[src/rtl/systolic_psum_collector_pkg.sv]
// systolic_psum_collector_pkg: shared defaults, column-index width helper and
// drain FSM encoding for the systolic partial-sum collector.
package systolic_psum_collector_pkg;

    localparam int PSUM_WIDTH_DEF = 32;

    typedef enum logic {
        ST_IDLE  = 1'b0,
        ST_DRAIN = 1'b1
    } state_e;

    function automatic int col_idx_w(input int n);
        return (n > 1) ? $clog2(n) : 1;
    endfunction

endpackage

[src/rtl/systolic_psum_collector_column_fifo.sv]
// psum_column_fifo: per-column {tlast, tdata} buffer; ready is !full, so a
// full FIFO never accepts a word even when it is popped in the same cycle.
module psum_column_fifo #(
    parameter int WIDTH = 33,
    parameter int DEPTH = 4
) (
    input  logic             clk,
    input  logic             rst,
    input  logic             i_push,
    input  logic [WIDTH-1:0] i_data,
    output logic             o_ready,
    input  logic             i_pop,
    output logic             o_empty,
    output logic [WIDTH-1:0] o_data
);

    localparam int AW = $clog2(DEPTH);

    logic [WIDTH-1:0] r_mem [DEPTH];
    logic [AW:0]      r_wr;
    logic [AW:0]      r_rd;
    logic             w_full;
    logic             w_wr_en;
    logic             w_rd_en;

    // Extra pointer bit distinguishes full from empty.
    assign w_full  = (r_wr[AW] != r_rd[AW]) && (r_wr[AW-1:0] == r_rd[AW-1:0]);
    assign o_empty = (r_wr == r_rd);
    assign o_ready = !w_full;
    assign w_wr_en = i_push && !w_full;
    assign w_rd_en = i_pop && !o_empty;
    assign o_data  = r_mem[r_rd[AW-1:0]];

    always_ff @(posedge clk or negedge rst) begin
        if (!rst) begin
            r_wr <= '0;
            r_rd <= '0;
        end else begin
            if (w_wr_en) r_wr <= r_wr + (AW+1)'(1);
            if (w_rd_en) r_rd <= r_rd + (AW+1)'(1);
        end
    end

    always_ff @(posedge clk) begin
        if (w_wr_en) r_mem[r_wr[AW-1:0]] <= i_data;
    end

endmodule

[src/rtl/systolic_psum_collector.sv]
// systolic_psum_collector: deskews the bottom-row PE partial-sum streams through
// per-column FIFOs and serializes them column by column onto one AXI-Stream.
module systolic_psum_collector
    import systolic_psum_collector_pkg::*;
#(
    parameter int  PE_NUMBER_I = 4,
    parameter int  PSUM_WIDTH  = PSUM_WIDTH_DEF,
    parameter int  FIFO_DEPTH  = 4,
    localparam int UW          = col_idx_w(PE_NUMBER_I)
) (
    input  logic                              clk,
    input  logic                              rst,
    input  logic [PE_NUMBER_I*PSUM_WIDTH-1:0] s_axis_d_tdata,
    input  logic [PE_NUMBER_I-1:0]            s_axis_d_tvalid,
    input  logic [PE_NUMBER_I-1:0]            s_axis_d_tlast,
    output logic [PE_NUMBER_I-1:0]            s_axis_d_tready,
    output logic [PSUM_WIDTH-1:0]             m_axis_tdata,
    output logic                              m_axis_tvalid,
    output logic                              m_axis_tlast,
    input  logic                              m_axis_tready,
    output logic [UW-1:0]                     m_axis_tuser,
    output logic [15:0]                       row_count,
    output logic                              err_unalligned_data
);

    logic [PE_NUMBER_I-1:0] w_empty;
    logic [PSUM_WIDTH:0]    w_head [PE_NUMBER_I];
    logic [PSUM_WIDTH:0]    w_word;
    logic                   w_ptr_last;
    logic                   w_avail;
    logic                   w_pop;

    state_e                 r_state;
    logic [UW-1:0]          r_ptr;
    logic                   r_row_last;
    logic [PSUM_WIDTH-1:0]  r_tdata;
    logic [UW-1:0]          r_tuser;
    logic                   r_tvalid;
    logic                   r_tlast;
    logic [15:0]            r_rows;
    logic                   r_err;

    genvar c;
    for (c = 0; c < PE_NUMBER_I; c++) begin : g_col
        psum_column_fifo #(
            .WIDTH(PSUM_WIDTH + 1),
            .DEPTH(FIFO_DEPTH)
        ) u_fifo (
            .clk    (clk),
            .rst    (rst),
            .i_push (s_axis_d_tvalid[c]),
            .i_data ({s_axis_d_tlast[c], s_axis_d_tdata[c*PSUM_WIDTH +: PSUM_WIDTH]}),
            .o_ready(s_axis_d_tready[c]),
            .i_pop  (w_pop && (r_ptr == UW'(c))),
            .o_empty(w_empty[c]),
            .o_data (w_head[c])
        );
    end

    assign w_word     = w_head[r_ptr];
    assign w_ptr_last = (r_ptr == UW'(PE_NUMBER_I - 1));
    // IDLE waits on column 0 to start a row; DRAIN strictly follows ptr, never skipping.
    assign w_avail    = (r_state == ST_IDLE) ? !w_empty[0] : !w_empty[r_ptr];
    assign w_pop      = w_avail && (!r_tvalid || m_axis_tready);

    always_ff @(posedge clk or negedge rst) begin
        if (!rst) begin
            r_state    <= ST_IDLE;
            r_ptr      <= '0;
            r_row_last <= 1'b0;
            r_tdata    <= '0;
            r_tuser    <= '0;
            r_tvalid   <= 1'b0;
            r_tlast    <= 1'b0;
            r_rows     <= '0;
            r_err      <= 1'b0;
        end else if (w_pop) begin
            r_tdata  <= w_word[PSUM_WIDTH-1:0];
            r_tuser  <= r_ptr;
            r_tvalid <= 1'b1;
            r_tlast  <= w_ptr_last && w_word[PSUM_WIDTH];
            r_ptr    <= w_ptr_last ? '0 : r_ptr + UW'(1);
            r_state  <= w_ptr_last ? ST_IDLE : ST_DRAIN;
            r_rows   <= w_ptr_last ? r_rows + 16'd1 : r_rows;
            // Column 0 sets the row's tlast reference; any later disagreement is sticky.
            if (r_ptr == '0) r_row_last <= w_word[PSUM_WIDTH];
            else if (w_word[PSUM_WIDTH] != r_row_last) r_err <= 1'b1;
        end else if (m_axis_tready) begin
            r_tvalid <= 1'b0;
        end
    end

    assign m_axis_tdata        = r_tdata;
    assign m_axis_tuser        = r_tuser;
    assign m_axis_tvalid       = r_tvalid;
    assign m_axis_tlast        = r_tlast;
    assign row_count           = r_rows;
    assign err_unalligned_data = r_err;

endmodule

[config.mk]
export PLATFORM = sky130hd
export DESIGN_NAME = systolic_psum_collector
export DESIGN_NICKNAME = d
export VERILOG_FILES = /design/src/rtl/systolic_psum_collector_pkg.sv /design/src/rtl/systolic_psum_collector_column_fifo.sv /design/src/rtl/systolic_psum_collector.sv
export SDC_FILE = /design/constraint.sdc
export NUM_CORES = 1
export LEC_CHECK = 0
export CAP_MARGIN = 20
export CORE_AREA = 2 2 228 230
export DETAILED_ROUTE_END_ITERATION = 8
export DIE_AREA = 0 0 230 232
export PLACE_DENSITY = 0.75
export SETUP_SLACK_MARGIN = 0.05
export SLEW_MARGIN = 20
export SYNTH_ARGS = -nofsm -noshare
export SYNTH_HDL_FRONTEND = slang
export SYNTH_HIERARCHICAL = 1
export SYNTH_SLANG_ARGS = --single-unit
[constraint.sdc]
create_clock -name clk -period 2.37 [get_ports clk]
set_clock_uncertainty 0.2 [all_clocks]
set_input_delay 0.711 -clock clk [delete_from_list [all_inputs] [get_ports clk]]
set_output_delay 0.711 -clock clk [all_outputs]
set_load 0.01 [all_outputs]
==> metrics.yaml <==
final_layout:
  final_area_mm2: 0.0314
  multiInputGateArea_mm2: 0.00659
  fill_cells: 3482
  final_layout_size_suffix_gt1_frac: 0.372
  layout_common_cells: "528 x edfxtp_1, 164 x mux4_2, 137 x clkdlybuf4s50_1"
  mostFrequentLayoutCell: "edfxtp_1"
  fin_util: 0.618
  ff_latch_area_mm2: 0.0179
  syn_to_final_growth_pct: 29.5
  nets: 1647
routing:
  dr.first_iter.drc_count: 1301
  drt_pre_antenna_iters: 7
  via_per_inst: 5.72
  wl_per_cell_um: 27.3
  vias: 12700
  ant_nets: 0
  drt-total-wl_um: 60600
  drc: 0
placed_design:
  pre_cts_ws_ns: -0.284
  gp_congestion: 0.812
  place_area_mm2: 0.0286
  dp_hpwl_um: 39700
  io_buffers: 195
sta:
  fmax_mhz: 381
  slew_headroom: 0.584
  period_minus_slack_ns: 2.63
  slew_violations: 0
  tightest_slew_ns: 0.622
  rsz0062_at_grt: "yes"
  tns_ns: -11.47
  finalHoldViolCount: 0
  fin_crit_sh: 1.11
  setup_violations: 69
  layout_setup_ws_ns: -0.258
power_and_ir_drop:
  power_w: 0.0417
  power_density_mw_per_mm2: 1330
  cellLeakagePower_nw: 11.0
  irDropWorstVdd_v: 0.000721
setup_path:
  cp_data_required_time_ns: 2.66
  critical_path_class: "reg -> reg"
  r2r_start: "g_col[3].u_fifo/r_rd[0]$_DFFE_PN0P_"
  start_kind: "flop"
  cp-end-kind: "flop"
  rrSetupSlack_ns: -0.26
  critPathArrivalTime_ns: 2.92
  reg2reg_to: "row_count[3]$_DFFE_PN0P_"
  crit_path_end: "row_count[3]$_DFFE_PN0P_"
  ff2ff_path_depth: 11
  worstPathMaxFanout: 7
  startpoint: "g_col[3].u_fifo/r_rd[0]$_DFFE_PN0P_"
global_route:
  grt_pass1_wl_um: 86900
  track_usage: 0.226
  antenna_found_initial: 17
  grt_max_degree: 35
  grt_pass1_vias: 13200
  gr-total-overflow: 0
yosys:
  synth_top_cell_area_share: 0.653
  synth_cells: 1104
  syn_area_per_cell_um2: 22.0
  ys_ff_latch: 609
  synth-compound-area-share: 0.0190
  synth_top_cell_by_area: "edfxtp_1"
  synth_top_family_by_area: "multiplexers"
  muxShareOfSynthArea: 0.171
  postSynth.asyncResetShare: 0.133
  syn_nets: 1268
  synth-edff-count: 528
  synth_top_flop_cell: "edfxtp_1"
  seq_area_frac_synth: 0.737
  synth_xor_area_frac: 0.0210
  synth_simple_gate_area_frac: 0.0227
  synthAdderAreaFrac: 0.0129
  synth_area_mm2: 0.0243
  ys_types: 45
  ys_top_cells_by_area: "edfxtp_1 65%, mux4_2 15%, dfrtp_1 8.3%"
  synth_warnings: 6
run_status:
  outcome: "finished, violations left"
  violations: "negative setup slack"
floorplan:
  die_w_um: 230
  die_area_mm2: 0.0534
  die_y_um: 232
  num_io_pins: 196
  fp-row-count: 83
  core_mm2: 0.0509
  start_util: 0.477
job:
  cap_violations: 0
clock_tree:
  cts_tree: "built"
  path_clk_slew_ns: 0.06
  ctsHtreeMaxLevel: 2
  clock_latency_ns: 0.62
  clockBufferDepth: 3
  cts_sinks: 609
  cts.root.buffer_cell: "clkbuf_16"
  numCtsBuffers: 59
worst_hold_path:
  holdCritPathClass: "reg -> reg"
state kept, by name (all words and copies together), names as in the netlist:
| signal | count |
|---|---|
| r_ptr | 2 |
| m_axis_tdata | 32 |
| m_axis_tlast | 1 |
| m_axis_tuser | 2 |
| m_axis_tvalid | 1 |
| g_col.u_fifo/r_wr | 12 |
| g_col.u_fifo/r_mem | 528 |
| g_col.u_fifo/r_rd | 12 |
| err_unalligned_data | 1 |
| r_row_last | 1 |
| row_count | 16 |
| r_state | 1 |
kinds of logic after synthesis:
family,count (synthesis)
muxes,203
and+or+nand+nor,98
xor gates and xnor gates,48
DFF,609
adders and majority gates,25
AOI/OAI and AO/OA,53
buffers and inverters,68
power breakdown:
| group | switching (W) | internal (W) | total [W] |
|---|---|---|---|
| clock | 0.00398 | 0.00573 | 0.00970 |
| sequential | 0.000987 | 0.0143 | 0.0153 |
| combinational | 0.00780 | 0.00883 | 0.0166 |
| total | 0.0128 | 0.0289 | 0.0417 |
critical path, cell delays in order (launching register included):
cell      delay [ns]
dfrtp_4         0.50
buf_12          0.14
xor2_4          0.16
nor3_2          0.06
mux2_4          0.30
a311oi_4        0.22
and2_4          0.25
buf_12          0.18
buf_12          0.15
buf_6           0.09
nand3_2         0.07
xnor2_1         0.14
Yosys cell counts, types with 4 or more instances:
library cell    n
and3_1         18
xnor2_2         6
edfxtp_1      528
buf_6           6
nand2b_1       10
xor2_2          6
xnor2_1        28
a21oi_1        12
a31oi_1         4
ha_1           25
o31ai_2         8
o21ai_0         7
buf_4          19
inv_1          19
nand3_1        12
nor2_1          8
nand2_1        16
nor3_1          6
and2_1          9
dfrtp_1        81
mux4_2        163
a211oi_2        4
nand4_1         9
a31oi_2         4
buf_2          20
mux2_2         35
xor2_1          8
a21o_1          7
final cells by class:
| class | instances | share of cell area |
|---|---|---|
| antenna | 7 | 0.000557 |
| clock buffer | 78 | 0.0522 |
| clock inverter | 33 | 0.0118 |
| inverter | 19 | 0.00267 |
| multi-input combinational | 427 | 0.210 |
| sequential | 609 | 0.570 |
| tap | 680 | 0.0271 |
| timing repair buffer | 367 | 0.126 |
metrics by stage:
step	hold WS (ns)	instances
finish	0.268	2220
global route	0.274	2220
CTS	0.261	2203
detailed placement	0.257	2068
global placement	0.255	2068
floorplan	0.215	1104
how the worst min path moves through the flow:
stage	startpoint	to	slack (ns)	cells after the start
2_1_floorplan	rst	err_unalligned_data$_DFFE_PN0P_	0.22	0
3_3_place_gp	err_unalligned_data$_DFFE_PN0P_	err_unalligned_data$_DFFE_PN0P_	0.26	1
3_5_place_dp	row_count[15]$_DFFE_PN0P_	row_count[15]$_DFFE_PN0P_	0.26	1
4_1_cts	row_count[15]$_DFFE_PN0P_	row_count[15]$_DFFE_PN0P_	0.26	1
5_1_grt	row_count[15]$_DFFE_PN0P_	row_count[15]$_DFFE_PN0P_	0.27	1
6_report	row_count[15]$_DFFE_PN0P_	row_count[15]$_DFFE_PN0P_	0.27	1
per-layer routing:
metal,routed length [um],track usage,vias to the layer above
met4,1330,0.0742,20
li1,-,-,5318
met5,138,0,-
met1,24400,0.308,6762
met2,30400,0.368,487
met3,4280,0.0458,101
repair_timing:
item,in CTS,in global routing
setup buffers,20,8
endpoints found under the setup margin,123,92
hold endpoints to repair,25,0
gates resized for setup,149,44
gates cloned,3,3
pin swaps,33,33
hold buffers,1,0
No activity file was read; power rests on OpenSTA's default activity.
